<file path="src/rtl/board_draw_scheduler_pkg.sv">
// Shared encodings and default geometry for the board redraw scheduler.
// Slot index is row*4+col; job kind selects tile clear or digit glyph.
package board_draw_scheduler_pkg;

    typedef enum logic [2:0] {
        ST_IDLE,
        ST_SCAN,
        ST_READ,
        ST_CLEAR,
        ST_WAIT_C,
        ST_GLYPH,
        ST_WAIT_G
    } state_t;

    localparam logic JOB_CLEAR = 1'b0;
    localparam logic JOB_GLYPH = 1'b1;

    localparam int BOARD_DIM  = 4;
    localparam int DEF_TILE_W = 30;
    localparam int DEF_TILE_H = 30;
    localparam int DEF_ORG_X  = 20;
    localparam int DEF_ORG_Y  = 0;

    function automatic logic [15:0] slot_bit(input logic [3:0] slot);
        return 16'h0001 << slot;
    endfunction

endpackage

</file>
<file path="src/rtl/board_draw_scheduler_rr_pick16.sv">
// Combinational round-robin priority encoder over a 16-bit mask.
// Returns the first set bit at index >= ptr, wrapping 15 -> 0; any=0 when mask is empty.
module rr_pick16 (
    input  logic [15:0] mask,
    input  logic [3:0]  ptr,
    output logic [3:0]  idx,
    output logic        any
);

    logic [3:0] cand;

    always_comb begin
        idx  = 4'd0;
        any  = 1'b0;
        cand = 4'd0;
        for (int i = 0; i < 16; i++) begin
            cand = ptr + 4'(i);
            if (!any && mask[cand]) begin
                idx = cand;
                any = 1'b1;
            end
        end
    end

endmodule

</file>
<file path="src/rtl/board_draw_scheduler.sv">
// Round-robin redraw scheduler for the 4x4 board: per dirty slot, a clear job then an optional glyph job.
// Mark-to-job_start latency is 4 cycles; each job waits for job_done, so the drawer paces the scheduler.
module board_draw_scheduler
    import board_draw_scheduler_pkg::*;
#(
    parameter int TILE_W = DEF_TILE_W,
    parameter int TILE_H = DEF_TILE_H,
    parameter int ORG_X  = DEF_ORG_X,
    parameter int ORG_Y  = DEF_ORG_Y
) (
    input  logic       clk,
    input  logic       reset,
    input  logic       redraw_all,
    input  logic       mark_valid,
    input  logic [3:0] mark_slot,
    output logic [3:0] board_addr,
    input  logic [3:0] board_val,
    output logic       job_start,
    output logic       job_kind,
    output logic [3:0] job_glyph,
    output logic [7:0] job_x,
    output logic [6:0] job_y,
    input  logic       job_done,
    output logic       busy,
    output logic       frame_done
);

    state_t      state_q, state_d;
    logic [15:0] dirty_q, dirty_d, mark_vec, clr_vec;
    logic [3:0]  rr_ptr_q, rr_ptr_d;
    logic [3:0]  cur_q, cur_d;
    logic [3:0]  cur_val_q, cur_val_d;
    logic        job_kind_q, job_kind_d;
    logic [3:0]  job_glyph_q, job_glyph_d;
    logic [7:0]  job_x_q, job_x_d;
    logic [6:0]  job_y_q, job_y_d;
    logic        frame_done_q, frame_done_d;
    logic        end_tile;
    logic [3:0]  pick_idx;
    logic        pick_any;

    rr_pick16 u_pick (
        .mask (dirty_q),
        .ptr  (rr_ptr_q),
        .idx  (pick_idx),
        .any  (pick_any)
    );

    always_comb begin
        mark_vec = (redraw_all ? 16'hFFFF : 16'h0000)
                 | (mark_valid ? slot_bit(mark_slot) : 16'h0000);
    end

    always_comb begin
        state_d      = state_q;
        rr_ptr_d     = rr_ptr_q;
        cur_d        = cur_q;
        cur_val_d    = cur_val_q;
        job_kind_d   = job_kind_q;
        job_glyph_d  = job_glyph_q;
        job_x_d      = job_x_q;
        job_y_d      = job_y_q;
        frame_done_d = 1'b0;
        end_tile     = 1'b0;
        clr_vec      = 16'h0000;
        board_addr   = cur_q;
        job_start    = 1'b0;

        case (state_q)
            ST_IDLE: begin
                if (|dirty_q) state_d = ST_SCAN;
            end
            ST_SCAN: begin
                if (pick_any) begin
                    cur_d      = pick_idx;
                    board_addr = pick_idx;
                    clr_vec    = slot_bit(pick_idx);
                    state_d    = ST_READ;
                end else begin
                    state_d = ST_IDLE;
                end
            end
            ST_READ: begin
                cur_val_d   = board_val;
                job_x_d     = 8'(ORG_X + (int'(cur_q) % BOARD_DIM) * TILE_W);
                job_y_d     = 7'(ORG_Y + (int'(cur_q) / BOARD_DIM) * TILE_H);
                job_kind_d  = JOB_CLEAR;
                job_glyph_d = 4'd0;
                state_d     = ST_CLEAR;
            end
            ST_CLEAR: begin
                job_start = 1'b1;
                state_d   = ST_WAIT_C;
            end
            ST_WAIT_C: begin
                if (job_done) begin
                    // Value 0 is the blank slot: clearing the rectangle is the whole redraw.
                    if (cur_val_q != 4'd0) begin
                        job_kind_d  = JOB_GLYPH;
                        job_glyph_d = cur_val_q;
                        state_d     = ST_GLYPH;
                    end else begin
                        end_tile = 1'b1;
                    end
                end
            end
            ST_GLYPH: begin
                job_start = 1'b1;
                state_d   = ST_WAIT_G;
            end
            ST_WAIT_G: begin
                if (job_done) end_tile = 1'b1;
            end
            default: state_d = ST_IDLE;
        endcase

        // Marks are ORed in after the clear so a same-cycle re-mark survives.
        dirty_d = (dirty_q & ~clr_vec) | mark_vec;

        if (end_tile) begin
            rr_ptr_d = cur_q + 4'd1;
            if (|dirty_d) begin
                state_d = ST_SCAN;
            end else begin
                state_d      = ST_IDLE;
                frame_done_d = 1'b1;
            end
        end
    end

    always_ff @(posedge clk) begin
        if (reset) begin
            state_q      <= ST_IDLE;
            dirty_q      <= 16'h0000;
            rr_ptr_q     <= 4'd0;
            cur_q        <= 4'd0;
            cur_val_q    <= 4'd0;
            job_kind_q   <= JOB_CLEAR;
            job_glyph_q  <= 4'd0;
            job_x_q      <= 8'd0;
            job_y_q      <= 7'd0;
            frame_done_q <= 1'b0;
        end else begin
            state_q      <= state_d;
            dirty_q      <= dirty_d;
            rr_ptr_q     <= rr_ptr_d;
            cur_q        <= cur_d;
            cur_val_q    <= cur_val_d;
            job_kind_q   <= job_kind_d;
            job_glyph_q  <= job_glyph_d;
            job_x_q      <= job_x_d;
            job_y_q      <= job_y_d;
            frame_done_q <= frame_done_d;
        end
    end

    assign job_kind   = job_kind_q;
    assign job_glyph  = job_glyph_q;
    assign job_x      = job_x_q;
    assign job_y      = job_y_q;
    assign busy       = (state_q != ST_IDLE);
    assign frame_done = frame_done_q;

endmodule

</file>
<file path="config.mk">
export PLATFORM = sky130hd
export DESIGN_NAME = board_draw_scheduler
export DESIGN_NICKNAME = d
export VERILOG_FILES = /design/src/rtl/board_draw_scheduler_pkg.sv /design/src/rtl/board_draw_scheduler_rr_pick16.sv /design/src/rtl/board_draw_scheduler.sv
export SDC_FILE = /design/constraint.sdc
export NUM_CORES = 1
export LEC_CHECK = 0
export BUFFER_PORTS_ARGS = -buffer_cell sky130_fd_sc_hd__clkbuf_2
export CAP_MARGIN = 20
export CELL_PAD_IN_SITES_DETAIL_PLACEMENT = 1
export CELL_PAD_IN_SITES_GLOBAL_PLACEMENT = 1
export CORE_UTILIZATION = 50
export CTS_BUF_LIST = sky130_fd_sc_hd__clkbuf_8
export DETAILED_ROUTE_END_ITERATION = 6
export PLACE_DENSITY = 0.91
export SLEW_MARGIN = 10
export SYNTH_ARGS = -nofsm -noshare
export SYNTH_HDL_FRONTEND = slang
export SYNTH_HIERARCHICAL = 1
export SYNTH_SLANG_ARGS = --single-unit
</file>
<file path="constraint.sdc">
create_clock -name clk -period 16.8 [get_ports clk]
set_input_delay 0.84 -clock clk [delete_from_list [all_inputs] [get_ports clk]]
set_output_delay 0.84 -clock clk [all_outputs]
set_load 0.01 [all_outputs]
</file>
# Word-level counts from Yosys, hierarchy flattened
# Cells that the tools add are included.
[classes]
add_sub_neg = 17
magnitude_cmp = 16
n_bitwise = 5
muxes = 89
n_reduce_logical = 40
eq_ne = 12
n_mul = 2
shift = 2
[op_table]
columns = ["cell", "count"]
rows = [
  ["$lt A4 B5 Y1 const B", 16],
  ["$mux W4", 20],
  ["$bmux W1 S4", 16],
  ["$mux W16", 4],
  ["$mux W1", 40],
  ["$add A4 B4 Y4 const B", 8],
  ["$or A16 B16 Y16", 2],
  ["$reduce_or A16 Y1", 2],
  ["$shl A1 B4 Y16 const A", 2],
  ["$pmux W3 S7", 1],
  ["$add A4 B3 Y4 const B", 4],
  ["$and A16 B16 Y16", 1],
  ["$not A16 Y16", 1],
  ["$logic_and A1 B1 Y1", 15],
  ["$logic_not A1 Y1", 15],
  ["$mul A2 B4 Y6 const B", 2],
  ["$mux W3", 4],
  ["$eq A3 B3 Y1 const B", 3],
  ["$ne A3 B3 Y1 const B", 3],
  ["$add A4 B1 Y4 const B", 2],
  ["$add A4 B2 Y4 const B", 2],
  ["$add A5 B7 Y8 const A", 1],
  ["$pmux W4 S2", 1],
  ["$eq A3 B2 Y1 const B", 2],
  ["other kinds (12)", 16],
]
[totals]
word_cells = 193
inputBits = 13
ff_bits = 51
out_inout_bits = 27

# Longest topological paths before layout
[logic_depth]
depth_word = 57
mapped_depth = 23
depth_no_buf = 17

# Hierarchy
# Netlist, hierarchy kept.
[by_module_without_submodules]
columns = ["module", "instances", "seq_area_each_um2", "area_per_inst_um2", "cells_each"]
rows = [
  ["rr_pick16", 1, 0.0, 2472.4, 280],
  ["board_draw_scheduler", 1, 980.9, 2292.2, 285],
]

# Worst setup path after synthesis
# Ideal clock, no wire load.
[synth_path]
kind = "reg-to-reg"
start = "register rr_ptr_q[1]"
end = "register state_q[0]"
setup_ps = 117
required_ps = 16683
slack_ps = 10171
path_buffers = 4
period_less_slack_ps = 6629
arrival_time_ps = 6512
path_stages_with_launch = 19
cell_sequence = "dfxtp_1 > clkbuf_1 > clkbuf_1 > clkinv_1 > ha_1 > buf_2 > clkbuf_1 > mux4_2 > mux4_2 > nor3_4 > nand3_2 > or4_1 > a32oi_1 > nor2b_1 > nand3_1 > a211o_1 > or4_1 > or4_1 > a22o_1"
[synth_via]
elab_chain_len = 57
elab_cells_between_ends = 118
cone_classes = "add/sub (15); shift (1); mux (68); bitwise (3); reduce/logical (31)"
[synth_rtl]
columns = ["element", "line", "text"]
rows = [
  ["start, declared", "board_draw_scheduler.sv:30", "logic [3:0] rr_ptr_q, rr_ptr_d;"],
  ["start signal, assigned", "board_draw_scheduler.sv:146", "rr_ptr_q <= rr_ptr_d;"],
  ["branches (longest 47 deep; another with $add A4 B1 Y4)", "n/a", ""],
  ["$mux W4 (*)", "board_draw_scheduler_rr_pick16.sv:18", "if (!any && mask[cand]) begin"],
  ["via pick_idx[0]", "board_draw_scheduler.sv:39", "logic [3:0] pick_idx;"],
  ["$shl A1 B4 Y16 (*)", "board_draw_scheduler_pkg.sv:25", "return 16'h0001 << slot;"],
  ["$mux W16 (*)", "board_draw_scheduler.sv:74", "if (pick_any) begin"],
  ["$mux W16 (*)", "board_draw_scheduler.sv:69", "case (state_q)"],
  ["$not A16 Y16 (*)", "board_draw_scheduler.sv:118", "dirty_d = (dirty_q & ~clr_vec) | mark_vec;"],
  ["$and A16 B16 Y16 (*)", "board_draw_scheduler.sv:118", ""],
  ["$or A16 B16 Y16 (*)", "board_draw_scheduler.sv:118", ""],
  ["$reduce_or A16 Y1 (*)", "board_draw_scheduler.sv:122", "if (|dirty_d) begin"],
  ["$mux W1 (*)", "board_draw_scheduler.sv:122", ""],
  ["$mux W3 (*)", "board_draw_scheduler.sv:120", "if (end_tile) begin"],
  ["end signal, assigned", "board_draw_scheduler.sv:144", "state_q <= state_d;"],
  ["end, declared", "board_draw_scheduler.sv:28", "state_t state_q, state_d;"],
]
# Mark *: on every way through the listed nets, which the timed path passes. The select of a mux whose other input is x is not followed.
# A chain may end at the register's enable or synchronous reset.

# Worst setup path after layout
[layout_path]
start = "register rr_ptr_q[0]"
end = "register state_q[0]"
# The elaborated chain is that of the path after synthesis.

==> run_results.csv <==
group,metric,value,unit
run_status,status,"finished clean",
grt,grt_pass1_vias,4772,
routing,wl_per_cell,23.8,um
die,die_h,99.6,um
clock_network,htree_num_levels,2,
pwr,ir_worst_vdd,0.0452,mV
worst_setup_path,crit_top_cell,"or4_1",
routing,drt-total-wl,16900,um
grt,grt_pass1_wl,26600,um
min_path,hold_path_class,"reg2reg",
timing,setup_viol,0,
worst_setup_path,crit_path_start_kind,"register",
worst_setup_path,critical-path-top-delay-family,"simple AND/OR/NAND/NOR gates",
final_layout,most-common-layout-cells,"60 x nand2_1, 50 x nor2_1, 48 x dfxtp_1",
pwr,p_total,332,uW
clock_network,root_buffer,"clkbuf_8",
worst_setup_path,critPathCaptureType,"register",
pwr,p_leak,0.00184,uW
timing,clock.fmax,129,MHz
timing,period_minus_slack,7.74,ns
worst_setup_path,critPathSlowestCell,"dfxtp_2",
worst_setup_path,critPathArrivalTime,7.94,ns
clock_network,postCtsSetupBuffers,0,
timing,rsz0062_at_grt,"false",
synthesis,ys_warn_count,6,
timing,fin_crit_sh,46.1,%
timing,finalSetupTns,0,ns
die,placementRows,35,
timing,clock_skew,0.0131,ns
synthesis,syn_area_per_cell,8.43,um^2
routing,viasPerCell,6.95,
synthesis,yosys-top-cells-area,"dfxtp_1 21%, mux4_2 13%, mux2i_1 5.9%",
worst_setup_path,critPathBufInv,1,
timing,timing_hold_violations_final,0,
synthesis,synth_largest_area_cell,"dfxtp_1",
final_layout,nets,608,
routing,drtPass1Iterations,7,
clock_network,clockBufferDepth,2,
final_layout,syn2layout_area_growth,6.93,%
clock_network,cts.sinks,49,
clock_network,cts_hold_buffers,0,
final_layout,diodes,0,
flow_run,cap_viol_max_count,0,
clock_network,cts_buffers,5,
worst_setup_path,path_class,"reg2reg",
grt,antenna_found_initial,0,
placement,port_buffers,37,
synthesis,synth_seq_cells,49,
timing,slew_headroom,30.7,%
worst_setup_path,critical_path.max_fanout,40,
die,die_x,99.6,um
grt,grt_overflow_total,0,
worst_setup_path,critical_path.cell_chain,"inv_1, ha_1, mux4_2, mux2i_1, mux2i_1, nor4b_4, nand3_2, or4_1, a32oi_1, nor2b_1, nand3_1, a211o_1, or4_1, or4_1, a22o_1",
placement,place.gp.congestion,0.988,
final_layout,final_common_cell,"nand2_1",
routing,drcViolationCount,0,
die,core-area,9240,um^2
synthesis,netlist.area_leader.share,20.6,%
clock_network,clk_latency,0.30,ns
die,initial_core_util,51.6,%
timing,tightest_slew,1.04,ns
clock_network,path_clk_slew,0.09,ns
routing,drtIter0Drc,465,
worst_setup_path,worstPathRequired,17.00,ns
synthesis,synth_edf_count,0,
final_layout,regArea,982,um^2
final_layout,fillers,1099,
worst_setup_path,rr_worst_depth,15,
timing,slew_violations,0,
clock_network,cts-resized-gates,0,
grt,grt_max_degree,50,
worst_setup_path,critPathMaxStageDelay,1.03,ns
grt,grt_usage,34.8,%
synthesis,async_reset_ff_share,0,%
clock_network,cts_tree,"done",
synthesis,synthFlopType,"dfxtp_1",
routing,antenna_left,0,
die,die_area,9920,um^2
final_layout,multi_input_area,3550,um^2
synthesis,synth_cell_types,75,
die,io_pins,40,
placement,dp_hpwl,12000,um
min_path,min_delay_path_depth,2,
synthesis,synth_area,4760,um^2
synthesis,syn_inst,565,
routing,vias,4932,
worst_setup_path,path_depth,15,
synthesis,seq_area_frac_synth,20.6,%
final_layout,drive_gt1_share,17.9,%
pwr,power.density,65.1,nW/um^2
==> final timing paths <==
path                     from          to  slack (ns)
setup reg to reg  rr_ptr_q[0]  state_q[0]        9.06
hold / removal       job_x[5]    job_x[5]        0.46
setup / recovery  rr_ptr_q[0]  state_q[0]        9.06
hold reg to reg      job_x[5]    job_x[5]        0.46
==> cell families (layout without fill, tap and decap cells) <==
group | Yosys count | in the layout | synth area share, %
XOR/XNOR | 14 | 14 | 2.73
buffers and inverters | 53 | 68 | 5.09
AO/OA/AOI/OAI | 137 | 137 | 19.6
multiplexers | 73 | 73 | 24.2
adder cells (fa/ha/maj) | 15 | 15 | 3.94
flip-flops | 49 | 49 | 20.6
other | 1 | 2 | 0.0787
AND/OR/NAND/NOR | 223 | 223 | 23.8
==> stage by stage <==
stage          area (um^2)  hold slack (ns)  cells  setup WS, ns  util [%]
2_1_floorplan         4770            0.449    566         10.17         -
3_3_place_gp          4980            0.441    701          9.59      53.9
3_5_place_dp          4980            0.449    701          9.20      53.9
4_1_cts               5090            0.463    709          9.17      55.1
5_1_grt               5090            0.486    710          8.61      55.1
6_report              5090            0.458    710          9.06      55.1
==> tightest hold or removal path: cells and delay by family (launching register included) <==
| family | cells | cell delay, ns |
|---|---|---|
| AO/OA/AOI/OAI | 1 | 0.05 |
| flip-flops | 1 | 0.32 |
| AND/OR/NAND/NOR | 1 | 0.05 |
==> synthesized netlist by cell type (9+ instances only) <==
cell type and instances:
o21ai_0 19, nand2_1 60, inv_1 17, xnor2_1 10, a211oi_1 19, nor2_1 50
dfxtp_1 49, nor2b_1 21, nor3_1 10, a21oi_1 36, mux4_2 27, nand3_1 28
clkbuf_1 19, ha_1 15, mux2_2 14, a211o_1 9, mux2i_1 28
==> power breakdown <==
| part | internal [uW] | leakage, uW | switching (uW) |
|---|---|---|---|
| logic | 42.0 | 0.00137 | 67.2 |
| clock network | 44.2 | 0.0000595 | 41.7 |
| registers | 122 | 0.000402 | 14.4 |
==> layer usage <==
layer	global-route usage (%)	vias up	routed length, um
li1	-	2166	-
met1	46.0	2429	6760
met2	57.4	275	8030
met3	3.02	62	1290
met4	16.6	0	823
met5	0	-	0
==> registers in the layout (all words and copies together) (netlist names) <==
signal	flops
dirty_q	16
job_x	7
job_y	5
cur_q	4
cur_val_q	4
job_glyph	4
rr_ptr_q	4
state_q	3
frame_done	1
job_kind	1
==> cell type report <==
type / count / share of cell area (%)
clock buffer: 5 / 1.35
clock inverter: 3 / 0.835
inverter: 18 / 1.33
multi-input combinational: 464 / 69.7
sequential: 49 / 19.3
tap: 129 / 3.17
timing repair buffer: 42 / 4.37
(Power assumes the default switching activity.)
